File: src/rtl/step_sequencer.sv
// step_sequencer: tempo-driven pattern step sequencer with a ready/valid note output; define GEN_RANDOM_EN for LFSR probability gating
module step_sequencer #(
   parameter int STEP_DIV  = 3000000,
   parameter int NUM_STEPS = 16
) (
   input  logic        clk,
   input  logic        reset,
   input  logic        run,
   input  logic        pat_we,
   input  logic [3:0]  pat_addr,
   input  logic [11:0] pat_wdata,
   output logic [3:0]  step_idx,
   output logic [6:0]  note,
   output logic        note_valid,
   input  logic        note_ready,
   output logic        overflow,
   input  logic        overflow_clr
);
   localparam int CW = $clog2(STEP_DIV);
   localparam int AW = $clog2(NUM_STEPS);
   logic [CW-1:0] cnt;
   logic [11:0]   pat [NUM_STEPS];
   logic [11:0]   entry;
   logic [AW-1:0] rd_a, wr_a, nxt_a;
   logic          step_tick, pass, ev, xfer;
   assign rd_a      = step_idx[AW-1:0];
   assign wr_a      = pat_addr[AW-1:0];
   assign nxt_a     = rd_a + AW'(1);
   assign entry     = pat[rd_a];
   assign step_tick = run && cnt == CW'(STEP_DIV - 1);
   assign xfer      = note_valid && note_ready;
   assign ev        = step_tick && pass;
   // tempo counter, parked at zero while stopped so the first tick lands STEP_DIV cycles after run rises
   always_ff @(posedge clk or posedge reset)
      if (reset) cnt <= '0;
      else cnt <= (!run || step_tick) ? '0 : cnt + CW'(1);
   // pattern store; the step read above sees the entry as it was before a same-cycle write
   always_ff @(posedge clk or posedge reset)
      if (reset) for (int i = 0; i < NUM_STEPS; i++) pat[i] <= '0;
      else if (pat_we) pat[wr_a] <= pat_wdata;
   // step pointer advances on every tick, gated or not
   always_ff @(posedge clk or posedge reset)
      if (reset) step_idx <= '0;
      else if (step_tick) step_idx <= 4'(nxt_a);
`ifdef GEN_RANDOM_EN
   logic [15:0] lfsr;
   // Fibonacci LFSR (taps 16,14,13,11) stepped once per tick; gating uses its pre-advance value
   always_ff @(posedge clk or posedge reset)
      if (reset) lfsr <= 16'hACE1;
      else if (step_tick) lfsr <= {lfsr[0] ^ lfsr[2] ^ lfsr[3] ^ lfsr[5], lfsr[15:1]};
   assign pass = entry[7] && lfsr[3:0] <= entry[11:8];
`else
   logic unused_prob;
   assign unused_prob = ^entry[11:8];
   assign pass = entry[7];
`endif
   // note slot: a new event is taken only when the slot is empty or being emptied, otherwise it is dropped and flagged
   always_ff @(posedge clk or posedge reset)
      if (reset) begin
         note       <= '0;
         note_valid <= 1'b0;
         overflow   <= 1'b0;
      end else begin
         if (ev && (!note_valid || xfer)) begin
            note       <= entry[6:0];
            note_valid <= 1'b1;
         end else if (xfer) note_valid <= 1'b0;
         overflow <= (ev && note_valid && !xfer) || (overflow && !overflow_clr);
      end
endmodule

File: config.mk
export PLATFORM = sky130hd
export DESIGN_NAME = step_sequencer
export DESIGN_NICKNAME = d
export VERILOG_FILES = /design/src/rtl/step_sequencer.sv
export SDC_FILE = /design/constraint.sdc
export NUM_CORES = 1
export LEC_CHECK = 0
export CAP_MARGIN = 40
export CORE_AREA = 2 2 103 155
export CTS_BUF_LIST = sky130_fd_sc_hd__clkbuf_16
export CTS_CLUSTER_SIZE = 12
export DETAILED_ROUTE_END_ITERATION = 10
export DIE_AREA = 0 0 105 157
export PLACE_DENSITY = 0.81
export SYNTH_ARGS = -nofsm -noshare
export SYNTH_HDL_FRONTEND = slang
export SYNTH_SLANG_ARGS = --single-unit
File: constraint.sdc
create_clock -name clk -period 5.15 [get_ports clk]
set_clock_uncertainty 0.15 [all_clocks]
set_input_delay 1.03 -clock clk [delete_from_list [all_inputs] [get_ports clk]]
set_output_delay 1.03 -clock clk [all_outputs]
set_load 0.02 [all_outputs]
# ---- Word-level counts from Yosys, hierarchy flattened
# Cells that the tools add are included.
dict set report word_totals {
  register_bits 227
  input_bits 22
  output_inout_bits 13
  word_cells 54
}
dict set report classes {
  n_addsub 2
  order_cmp 3
  eq_ne 1
  mux 9
  bitwise_logic 2
  n_reduce_logical 16
}
# operator count
set op_table {}
lappend op_table {{192-bit bitwise mux} 1}
lappend op_table {{12-bit binary-select mux with 4-bit select} 1}
lappend op_table {{12-bit demux with 4-bit select} 1}
lappend op_table {{22-bit by 1-bit adder with 22-bit output, second input constant} 1}
lappend op_table {{22-bit == test, second input constant} 1}
lappend op_table {{22-bit 2-to-1 mux} 1}
lappend op_table {{8-bit 2-to-1 mux} 2}
lappend op_table {{12-bit 2-to-1 mux} 1}
lappend op_table {{5-bit greater-or-equal comparator, second input constant} 2}
lappend op_table {{4-bit NOT with 5-bit output} 2}
lappend op_table {{1-bit logical AND} 8}
lappend op_table {{5-bit by 1-bit < comparator with 1-bit output, second input constant} 1}
lappend op_table {{4-bit by 1-bit adder with 4-bit output, second input constant} 1}
lappend op_table {{1-bit zero test} 4}
lappend op_table {{1-bit logical OR} 3}
lappend op_table {{1-bit 2-to-1 mux} 2}
lappend op_table {{2-bit nonzero test} 1}

# ---- Logic depth before layout (Yosys ltp)
# Gate-level depths: netlist of the first run.
dict set report logic_depth {
  depth_word 8
  ltp_mapped 6
}

# ---- Worst setup path after synthesis of the first run
# OpenSTA, ideal clock, no wires.
dict set report synth_path {
  path_type {flip-flop to flip-flop}
  from {register step_idx[2]}
  to {register note[6]}
  t_arrival_ns 2.184
  required_ns 4.872
  slack_ns 2.688
  stages_incl_launch_ff 6
  path_buffers 2
  period_less_slack_ns 2.462
  path_cell_list {dfrtp_1 -> buf_4 -> buf_1 -> mux4_2 -> mux4_2 -> mux2_1}
}
dict set report synth_between {
  elab_chain_cells 6
}
# element line_no
set synth_lines {}
lappend synth_lines {{from (decl)} 12} ;# output logic [3:0] step_idx,
lappend synth_lines {{from (signal assigned)} 44} ;# else if (step_tick) step_idx <= 4'(nxt_a);
lappend synth_lines {{4-bit NOT with 5-bit output (not written as such) (*)} 29} ;# assign entry = pat[rd_a];
lappend synth_lines {{12-bit binary-select mux with 4-bit select (*)} 29}
lappend synth_lines {{8-bit 2-to-1 mux (not written as such) (*) (2 in series)} 29}
lappend synth_lines {{1-bit logical AND} 32} ;# assign ev = step_tick && pass;
lappend synth_lines {{1-bit logical AND} 64} ;# if (ev && (!note_valid || xfer)) begin
lappend synth_lines {{to (signal assigned)} 65} ;# note <= entry[6:0];
lappend synth_lines {{to (decl)} 13} ;# output logic [6:0] note,
# Mark *: on every way between the ends. The rest lies on a longest branch, timed or not. The select of a mux whose other input is x is not followed.
# A chain may end at the register's enable or synchronous reset.

# ---- Final worst setup path of the first run
dict set report layout_path {
  from {register step_idx[3]}
  to {output port step_idx[3]}
}
# No word-level cell between the ends.

==> PnR_summary.wiki, run 1 <==
{| class="wikitable"
! Metric !! Value
|-
| Maximum fanout count along the critical path || 13
|-
| Lkg Pwr || 3.56 nW
|-
| Detailed-routing iteration count for the pre-antenna-repair pass || 5
|-
| Total half-perimeter wirelength after legalization and detailed placement || 10400 um
|-
| M3 GR Usage || 4.47%
|-
| Io pins || 35
|-
| Number of nets in the layout || 558
|-
| Total global-route track usage || 20.8%
|-
| Worst IR Drop VDD || 0.203 mV
|-
| Maximum number of buffers from clock root to sink || 2
|-
| Post-synthesis cell type count || 36
|-
| Cell area after technology mapping || 7440 um2
|-
| Count of warnings emitted by yosys || 0
|-
| Cell with the biggest individual delay on the critical path || sky130_fd_sc_hd__dfrtp_1
|-
| Share of cells above drive strength 1 || 41.3%
|-
| Run status || complete, no violations
|-
| Number of inserted filler cells in the final layout || 1156
|-
| Port-buffer cells || 30
|-
| Setup total negative slack || 0 ns
|-
| Number of placement rows || 55
|-
| Required time of the worst setup path || 3.97 ns
|-
| Clock latency reported for the late side of the worst-skew pair || 0.42 ns
|-
| Syn Inst Count || 499
|-
| Via count of the first global-routing pass || 4825
|-
| Worst path setup slack after routing || 1.90 ns
|-
| Post-synthesis to final-layout area growth || 15.3%
|-
| Wire length of the first global-routing pass || 25900 um
|-
| Non-filler cells in the finished layout || 746
|-
| Cell count after placement || 714
|-
| H-tree depth || 4
|-
| Critical-path cell list || clkdlybuf4s50_1
|-
| Slew HR || 43.6%
|-
| CTS Root Buffer Type || sky130_fd_sc_hd__clkbuf_16
|-
| Unrepaired setup endpoints after global routing || no
|-
| DRC violations left || 0
|-
| Final critical delay including setup and external delays || 3.25 ns
|-
| Last weighted congestion value of the routability-driven placer || 0.834
|-
| Type of the worst setup path || register to output pin
|-
| Wire length reported by the detailed router || 16100 um
|-
| Highest cell delay on the worst timing path || 0.89 ns
|-
| Critical Path End Type || output pin
|-
| Count of final setup violators || 0
|-
| Critical Path Start Type || register
|-
| Met2 GRT Util || 34.5%
|-
| Net count of the mapped netlist || 523
|-
| Maximum number of pins on one net before global-route repair || 104
|-
| Worst Max-Slew Pin Slew || 0.845 ns
|-
| Congestion Overflow GR || 0
|-
| Areal power density over the cells || 386 nW/um2
|-
| Cell type group with the largest total delay on the critical path || flip-flops
|-
| Net switching power of the design || 0.795 mW
|-
| Fraction of power spent switching nets || 24.0%
|-
| Die area || 16500 um2
|-
| Final Util || 57.2%
|-
| Overall via count from detail_route || 4421
|-
| Number of max-slew violations in the final report || 0
|-
| Register bit count reported by yosys || 163
|-
| Fmax || 0.308 GHz
|-
| Final hold violations || 0
|-
| Share of synthesized area occupied by flip-flops and latches || 54.8%
|-
| Width of the die || 105 um
|-
| Avg Cell Area, Syn || 14.9 um2
|-
| Internal power || 2.52 mW
|-
| Number of cells upsized or downsized after cts || 0
|-
| Detail-routed via count per cell || 5.93
|-
| Count of clock tree sinks || 163
|-
| Share of power burned in the clock network || 37.5%
|-
| Path type of the worst min-delay path || register to register
|-
| Peak-usage layer in the global routing report || met2
|-
| Ratio of final minimum period to clock period || 63.0%
|-
| Diodes inserted || 0
|-
| Number of buffers inserted for hold repair after clock tree synthesis || 0
|-
| Sequential group share of total power || 49.6%
|-
| Clock transition at the registers of the reported paths || 0.06 ns
|-
| Post-CTS Setup Bufs || 0
|-
| Critical path buffer and inverter count || 1
|-
| Max-cap violation count || 0
|-
| Antenna violations before repair || 0
|-
| Number of violations reported at the end of detailed-routing iteration 0 || 303
|-
| Met1 layer usage reported by global route || 26.5%
|-
| Clock buffers created by TritonCTS || 17
|-
| Floorplan core area || 15000 um2
|-
| CTS tree || done
|-
| Wirelength per Cell || 21.6 um
|-
| Pre-CTS WS || 1.85 ns
|-
| Initial cell density of the core || 49.6%
|-
| Worst path arrival time || 2.07 ns
|-
| Remaining number of nets flagged by the antenna check after routing || 0
|-
| Combinational group share of total power || 12.9%
|-
| Die Y-Extent || 157 um
|}
per-stage QoR:
stage	cell area, um2	total power, mW	hold WS [ns]
floorplan	7450	1.96	0.305
global placement	7920	2.03	0.317
detailed placement	8000	2.09	0.331
CTS	8580	3.33	0.339
global route	8580	3.45	0.361
finish	8580	3.31	0.336
path summary, 6_finish.rpt:
check	slack, ns	end	cells after the start	from
hold / removal	0.34	cnt[0]	1	cnt[0]
max in group asynchronous	2.86	step_idx[0]	3	reset
min in group asynchronous	0.95	cnt[5]	2	reset
setup / recovery	1.90	step_idx[3]	1	step_idx[3]
hold reg to reg	0.34	cnt[0]	1	cnt[0]
setup reg to reg	2.11	note[4]	5	step_idx[2]
cells in the final DEF, fill, tap and decap left out, drive strengths merged, types with 4 or more instances in the layout:
master	n
clkinvlp	4
or4	6
nand2	12
inv	10
dfrtp	163
xnor2	9
or3	5
clkdlybuf4s50	30
and4	4
nand3	12
a21oi	7
nor3	4
clkbuf	17
mux2	136
buf	14
mux4	40
xor2	7
clkinv	5
o31ai	4
nand2b	5
nand4	7
nor2	26
cell type report:
| type | count | area, um2 | share of cell area (%) |
|---|---|---|---|
| Multi-Input combinational cell | 302 | 3220 | 37.5 |
| Tap cell | 199 | 249 | 2.90 |
| Clock buffer | 17 | 425 | 4.96 |
| Timing Repair Buffer | 44 | 429 | 5.00 |
| Inverter | 6 | 26.3 | 0.306 |
| Sequential cell | 163 | 4080 | 47.5 |
| Clock inverter | 15 | 155 | 1.81 |
synth_stat cells:
cell,count,share of area (%)
sky130_fd_sc_hd__nand2b_1,5,0.42
sky130_fd_sc_hd__o22ai_1,1,0.084
sky130_fd_sc_hd__nor4_4,1,0.29
sky130_fd_sc_hd__and3_1,3,0.25
sky130_fd_sc_hd__nand2_1,12,0.61
sky130_fd_sc_hd__nand3_4,1,0.24
sky130_fd_sc_hd__and4_2,1,0.13
sky130_fd_sc_hd__o21ai_0,2,0.13
sky130_fd_sc_hd__or2_2,1,0.084
sky130_fd_sc_hd__mux4_2,40,12
sky130_fd_sc_hd__nand4_2,2,0.34
sky130_fd_sc_hd__nor3b_1,1,0.10
sky130_fd_sc_hd__inv_1,6,0.30
sky130_fd_sc_hd__ha_1,2,0.34
sky130_fd_sc_hd__xor2_1,7,0.82
sky130_fd_sc_hd__dfrtp_1,163,55
sky130_fd_sc_hd__xnor2_1,9,1.1
sky130_fd_sc_hd__a21oi_1,7,0.47
sky130_fd_sc_hd__nand3b_1,3,0.30
sky130_fd_sc_hd__or3_1,5,0.42
sky130_fd_sc_hd__nand3_1,11,0.74
sky130_fd_sc_hd__o31ai_1,4,0.40
sky130_fd_sc_hd__mux2_2,131,20
sky130_fd_sc_hd__nand4_1,5,0.42
sky130_fd_sc_hd__buf_2,8,0.54
sky130_fd_sc_hd__nor4_1,2,0.17
sky130_fd_sc_hd__mux2_1,5,0.76
sky130_fd_sc_hd__and2_1,1,0.084
sky130_fd_sc_hd__or4_1,6,0.61
sky130_fd_sc_hd__buf_4,2,0.20
sky130_fd_sc_hd__nor2_1,26,1.3
sky130_fd_sc_hd__a31o_2,1,0.12
sky130_fd_sc_hd__nor3_1,4,0.27
sky130_fd_sc_hd__buf_1,1,0.050
sky130_fd_sc_hd__and4_1,3,0.35
sky130_fd_sc_hd__clkbuf_1,17,0.86
power by group through the flow:
stage          Clock [mW]  Sequential (mW)  Combinational, mW
2_1_floorplan           0             1.61              0.350
3_3_place_gp            0             1.63              0.401
3_5_place_dp            0             1.66              0.432
4_1_cts              1.26             1.64              0.436
5_1_grt              1.32             1.66              0.465
6_report             1.24             1.64              0.429
layer usage:
| layer | vias to the layer above | part of all wire, % |
|---|---|---|
| li1 | 1925 | - |
| met1 | 2353 | 42 |
| met2 | 110 | 51 |
| met3 | 33 | 3.7 |
| met4 | 0 | 2.8 |
| met5 | - | 0 |
flip-flops by register name, summed over array words and instances, names as in the netlist:
signal      flops
pat           128
cnt            22
note            7
step_idx        4
note_valid      1
overflow        1
logic make-up (layout without fill, tap and decap cells):
group,count (synthesis),after routing,synth area share [%]
AO/OA/AOI/OAI,15,15,1.21
XOR/XNOR,16,16,1.88
adder cells (fa/ha/maj),2,2,0.336
buffers and inverters,34,82,1.95
flip-flops,163,163,54.8
multiplexers,176,176,32.7
AND/OR/NAND/NOR,93,93,7.13
No activity file was read; power rests on OpenSTA's default activity.
==> run 2: changes to the inputs <==
- clock period: 5.15 -> 2.8 ns (I/O delays scaled with it)
==> run 2 against run 1 <==
Effect of this change: sequential cell count did not move; clock-buffer cell count did not move; routed wire length grew 3.0%; non-clock buffer count up 18; global-route usage is 0.93 points higher; via count rose by 1.3%; worst setup slack worse by 1.7 ns; final area rose by 1.6%; core utilization increased by 0.90 points; final cell count grew 2.1%; sequential power is 85% higher; power grew 82%.
==> PnR_summary.wiki, run 2 (synthesized netlist as in run 1, its figures left out) <==
{| class="wikitable"
! Metric !! Value
|-
| Run status || complete, no violations
|-
| Pre-CTS WS || 0.182 ns
|-
| Worst Max-Slew Pin Slew || 0.638 ns
|-
| Maximum number of buffers from clock root to sink || 2
|-
| Count of final setup violators || 0
|-
| Unrepaired setup endpoints after global routing || no
|-
| Total half-perimeter wirelength after legalization and detailed placement || 11000 um
|-
| Detail-routed via count per cell || 5.88
|-
| Clock transition at the registers of the reported paths || 0.07 ns
|-
| Overall via count from detail_route || 4479
|-
| Count of clock tree sinks || 163
|-
| Io pins || 35
|-
| Number of buffers inserted for hold repair after clock tree synthesis || 0
|-
| Congestion Overflow GR || 0
|-
| Number of placement rows || 55
|-
| Critical Path End Type || register
|-
| Remaining number of nets flagged by the antenna check after routing || 0
|-
| Diodes inserted || 0
|-
| Maximum fanout count along the critical path || 8
|-
| Top Registers || pat x128, cnt x22, note x7
|-
| Detailed-routing iteration count for the pre-antenna-repair pass || 4
|-
| Number of cells upsized or downsized after cts || 0
|-
| Width of the die || 105 um
|-
| Number of violations reported at the end of detailed-routing iteration 0 || 289
|-
| Post-synthesis to final-layout area growth || 17.1%
|-
| Total global-route track usage || 21.7%
|-
| Fmax || 0.380 GHz
|-
| Post-route design area || 8720 um2
|-
| Met2 GRT Util || 39.0%
|-
| Maximum number of pins on one net before global-route repair || 64
|-
| Required time of the worst setup path || 2.95 ns
|-
| Cell count after placement || 732
|-
| Final hold violations || 0
|-
| Peak-usage layer in the global routing report || met2
|-
| Worst IR Drop VDD || 0.401 mV
|-
| Wirelength per Cell || 21.7 um
|-
| Commonest non-fill, non-tap cells in the layout || sky130_fd_sc_hd__dfrtp_1, sky130_fd_sc_hd__mux2_2, sky130_fd_sc_hd__mux4_2, sky130_fd_sc_hd__clkdlybuf4s50_1, sky130_fd_sc_hd__buf_4
|-
| Wire length reported by the detailed router || 16600 um
|-
| Critical Path Start Type || register
|-
| M3 GR Usage || 4.10%
|-
| Non-filler cells in the finished layout || 762
|-
| H-tree depth || 4
|-
| CTS Root Buffer Type || sky130_fd_sc_hd__clkbuf_16
|-
| Number of nets in the layout || 576
|-
| Lkg Pwr || 3.64 nW
|-
| Port-buffer cells || 30
|-
| Standard cell area after detailed placement || 8160 um2
|-
| Die Y-Extent || 157 um
|-
| Worst setup slack for register-to-register paths || 0.17 ns
|-
| DRC violations left || 0
|-
| Path type of the worst min-delay path || register to register
|-
| Antenna violations before repair || 0
|-
| Clock buffers created by TritonCTS || 17
|-
| Worst hold slack after final layout || 0.350 ns
|-
| Ratio of final minimum period to clock period || 94.0%
|-
| Leading cell type in the layout, fill and taps excluded || sky130_fd_sc_hd__dfrtp_1
|-
| Floorplan core area || 15000 um2
|-
| Areal power density over the cells || 691 nW/um2
|-
| Initial cell density of the core || 49.6%
|-
| Number of max-slew violations in the final report || 0
|-
| Largest reg by FF count || pat
|-
| Die area || 16500 um2
|-
| Largest register FFs || 128
|-
| Type of the worst setup path || register to register
|-
| Area of combinational cells with multiple inputs || 3220 um2
|-
| Power consumption || 6.02 mW
|-
| Final critical delay including setup and external delays || 2.63 ns
|-
| Number of inserted filler cells in the final layout || 1181
|-
| Via count of the first global-routing pass || 4935
|-
| Post-CTS Setup Bufs || 0
|-
| Max-cap violation count || 0
|-
| Setup total negative slack || 0 ns
|-
| Met1 layer usage reported by global route || 25.8%
|-
| Worst path arrival time || 2.78 ns
|-
| Clock latency reported for the late side of the worst-skew pair || 0.42 ns
|-
| Final Util || 58.1%
|-
| Share of cells above drive strength 1 || 42.8%
|-
| Wire length of the first global-routing pass || 26800 um
|-
| Last weighted congestion value of the routability-driven placer || 0.915
|-
| Worst path setup slack after routing || 0.169 ns
|-
| Slew HR || 57.4%
|-
| CTS tree || done
|-
| FF/Latch Area || 4080 um2
|}
==> run 2: cell count changes in the layout (fill, tap and decap cells not counted), sizes merged <==
cell,before,now
clkinv,5,3
bufinv,2,1
clkinvlp,4,5
buf,14,32
==> run 2: report_power, final <==
group | leakage, nW | switching, mW | internal, mW
sequential | 2.05 | 0.238 | 2.79
combinational | 1.32 | 0.283 | 0.528
clock | 0.263 | 0.960 | 1.23
total | 3.64 | 1.48 | 4.54
==> run 2: area by class of cell <==
cell class	instances	area share, %
clock buffer	17	4.88
tap	199	2.86
inverter	6	0.301
clock inverter	13	1.48
sequential	163	46.8
multi-input combinational	302	36.9
timing repair buffer	62	6.77
==> run 2: path summary, 6_finish.rpt <==
kind / cells after the start / endpoint / from
worst max-delay path: 5 / note[3] / step_idx[2]
worst min-delay path: 1 / pat[24] / pat[24]
max in group asynchronous: 3 / pat[183] / reset
worst min register to register: 1 / pat[24] / pat[24]
worst max register to register: 5 / note[3] / step_idx[2]
min in group asynchronous: 2 / pat[78] / reset
==> run 2: per-layer routing <==
metal / up-vias / wire, um
met5: - / 0
met4: 0 / 459
met3: 33 / 481
met2: 120 / 9060
met1: 2367 / 6560
li1: 1959 / -
==> run 2: worst max-delay path, cell delays in order, from the launching register on <==
cell                      delay (ns)
sky130_fd_sc_hd__dfrtp_1        0.55
sky130_fd_sc_hd__buf_4          0.26
sky130_fd_sc_hd__mux4_2         0.35
sky130_fd_sc_hd__mux4_2         0.50
sky130_fd_sc_hd__nand4_2        0.31
sky130_fd_sc_hd__mux2_2         0.39
==> run 3: changes to the inputs <==
- CORE_AREA: 2 2 103 155 -> 2 2 90 178
- DIE_AREA: 0 0 105 157 -> 0 0 92 180
- PLACE_DENSITY: 0.81 -> 0.8
==> run 3 against run 2 <==
Effect of this change: clock power increased by 5%; largest cell class unchanged; worst setup slack gained 0.096 ns; final cell count fell by 0.26%; global-route usage down 0.87 points; highest routed layer unchanged; non-clock buffer count fell by 3; maximum frequency increased by 3.8%; sequential cell count unchanged.
==> PnR_summary.wiki, run 3 (synthesized netlist as in run 1, its figures left out) <==
{| class="wikitable"
! Metric !! Value
|-
| Unrepaired setup endpoints after global routing || no
|-
| Diodes inserted || 0
|-
| Worst hold slack after final layout || 0.348 ns
|-
| Commonest non-fill, non-tap cells in the layout || sky130_fd_sc_hd__dfrtp_1, sky130_fd_sc_hd__mux2_2, sky130_fd_sc_hd__mux4_2, sky130_fd_sc_hd__clkdlybuf4s50_1, sky130_fd_sc_hd__nor2_1
|-
| Leading cell type in the layout, fill and taps excluded || sky130_fd_sc_hd__dfrtp_1
|-
| Critical path buffer and inverter count || 1
|-
| Max-cap violation count || 0
|-
| Detail-routed via count per cell || 5.80
|-
| Run status || complete, no violations
|-
| Required time of the worst setup path || 2.95 ns
|-
| Total half-perimeter wirelength after legalization and detailed placement || 11100 um
|-
| Antenna violations before repair || 0
|-
| Areal power density over the cells || 700 nW/um2
|-
| Maximum fanout count along the critical path || 8
|-
| Critical path depth in cells || 5
|-
| FF/Latch Area || 4080 um2
|-
| Worst IR Drop VDD || 0.454 mV
|-
| Clock transition at the registers of the reported paths || 0.06 ns
|-
| Highest cell delay on the worst timing path || 0.49 ns
|-
| Total global-route track usage || 20.8%
|-
| Critical Path Start Type || register
|-
| Port-buffer cells || 30
|-
| Clock buffers created by TritonCTS || 17
|-
| Number of max-slew violations in the final report || 0
|-
| Critical Path End Type || register
|-
| Register-to-Register Path Depth || 5
|-
| Detailed-routing iteration count for the pre-antenna-repair pass || 4
|-
| Last weighted congestion value of the routability-driven placer || 0.837
|-
| CTS Root Buffer Type || sky130_fd_sc_hd__clkbuf_16
|-
| Count of clock tree sinks || 163
|-
| Endpoint of the most critical register-to-register path || note[3]
|-
| Worst path arrival time || 2.69 ns
|-
| Most Frequent Cell on Critical Path || sky130_fd_sc_hd__mux4_2
|-
| Origin of the worst setup path || step_idx[2]
|-
| Count of final setup violators || 0
|-
| Number of inserted filler cells in the final layout || 1187
|-
| Cell type group with the largest total delay on the critical path || multiplexers
|-
| Clock latency reported for the late side of the worst-skew pair || 0.43 ns
|-
| Fmax || 0.394 GHz
|-
| DRC violations left || 0
|-
| Lkg Pwr || 3.65 nW
|-
| Cell with the biggest individual delay on the critical path || sky130_fd_sc_hd__dfrtp_1
|-
| Via count of the first global-routing pass || 4946
|-
| Congestion Overflow GR || 0
|-
| Type of the worst setup path || register to register
|-
| Number of cells upsized or downsized after cts || 0
|-
| Final hold violations || 0
|-
| Width of the die || 92 um
|-
| Number of nets in the layout || 573
|-
| Ratio of final minimum period to clock period || 90.6%
|-
| Final critical delay including setup and external delays || 2.54 ns
|-
| Number of violations reported at the end of detailed-routing iteration 0 || 303
|-
| Maximum number of buffers from clock root to sink || 2
|-
| Die Y-Extent || 180 um
|-
| Maximum number of pins on one net before global-route repair || 52
|-
| Top Registers || pat x128, cnt x22, note x7
|-
| Remaining number of nets flagged by the antenna check after routing || 0
|-
| Largest reg by FF count || pat
|-
| Floorplan core area || 15200 um2
|-
| Post-CTS Setup Bufs || 0
|-
| Io pins || 35
|-
| Share of cells above drive strength 1 || 42.5%
|-
| Area of combinational cells with multiple inputs || 3220 um2
|-
| Wire length reported by the detailed router || 16200 um
|-
| Largest register FFs || 128
|-
| Wire length of the first global-routing pass || 26400 um
|-
| Die area || 16600 um2
|-
| Worst Max-Slew Pin Slew || 0.624 ns
|-
| Number of placement rows || 64
|-
| Wirelength per Cell || 21.3 um
|-
| Critical path destination || note[3]
|-
| Setup total negative slack || 0 ns
|-
| Path type of the worst min-delay path || register to register
|-
| Overall via count from detail_route || 4405
|-
| Post-synthesis to final-layout area growth || 17.6%
|-
| Critical-path cell list || buf_4 -> mux4_2 -> mux4_2 -> nand4_2 -> mux2_2
|-
| Slew HR || 58.3%
|-
| Worst setup slack for register-to-register paths || 0.26 ns
|-
| Reg2reg start || step_idx[2]
|-
| CTS tree || done
|-
| Number of buffers inserted for hold repair after clock tree synthesis || 0
|-
| H-tree depth || 4
|-
| Initial cell density of the core || 48.9%
|}
-- run 3: layout make-up --
type                       count  share of cell area [%]
sequential                   163                    46.6
multi-input combinational    302                    36.8
inverter                       6                   0.300
clock buffer                  17                    4.86
tap                          198                    2.83
timing repair buffer          59                    6.78
clock inverter                15                    1.83
-- run 3: layer usage --
metal	part of all wire [%]	global-route usage [%]
met3	2.1	3.06
met1	39	24.1
met4	2.2	7.88
met2	57	38.4
met5	0	0
-- run 3: stage by stage --
step / util, % / std cells / total power [mW] / instance area [um2] / worst slack [ns]
3_5_place_dp: 53.7 / 728 / 3.86 / 8170 / 0.156
2_1_floorplan: - / 499 / 3.61 / 7450 / 0.0192
4_1_cts: 57.5 / 760 / 6.17 / 8750 / 0.215
5_1_grt: 57.5 / 760 / 6.37 / 8750 / 0.163
3_3_place_gp: 53.7 / 728 / 3.77 / 8170 / 0.239
6_report: 57.5 / 760 / 6.12 / 8750 / 0.264
-- run 3: worst min-delay path by stage --
stage	start	to	slack, ns	cells past startpoint
6_report	note[6]	note[6]	0.35	1
5_1_grt	cnt[0]	cnt[0]	0.37	1
4_1_cts	cnt[0]	cnt[0]	0.35	1
3_5_place_dp	note[4]	note[4]	0.34	1
3_3_place_gp	cnt[0]	cnt[0]	0.32	1
2_1_floorplan	cnt[0]	cnt[0]	0.30	1
-- run 3: report_power, final --
group	internal [mW]	switching (mW)	total [mW]
Combinational	0.534	0.280	0.814
Clock	1.32	0.967	2.29
Sequential	2.79	0.229	3.02
Total	4.65	1.48	6.12
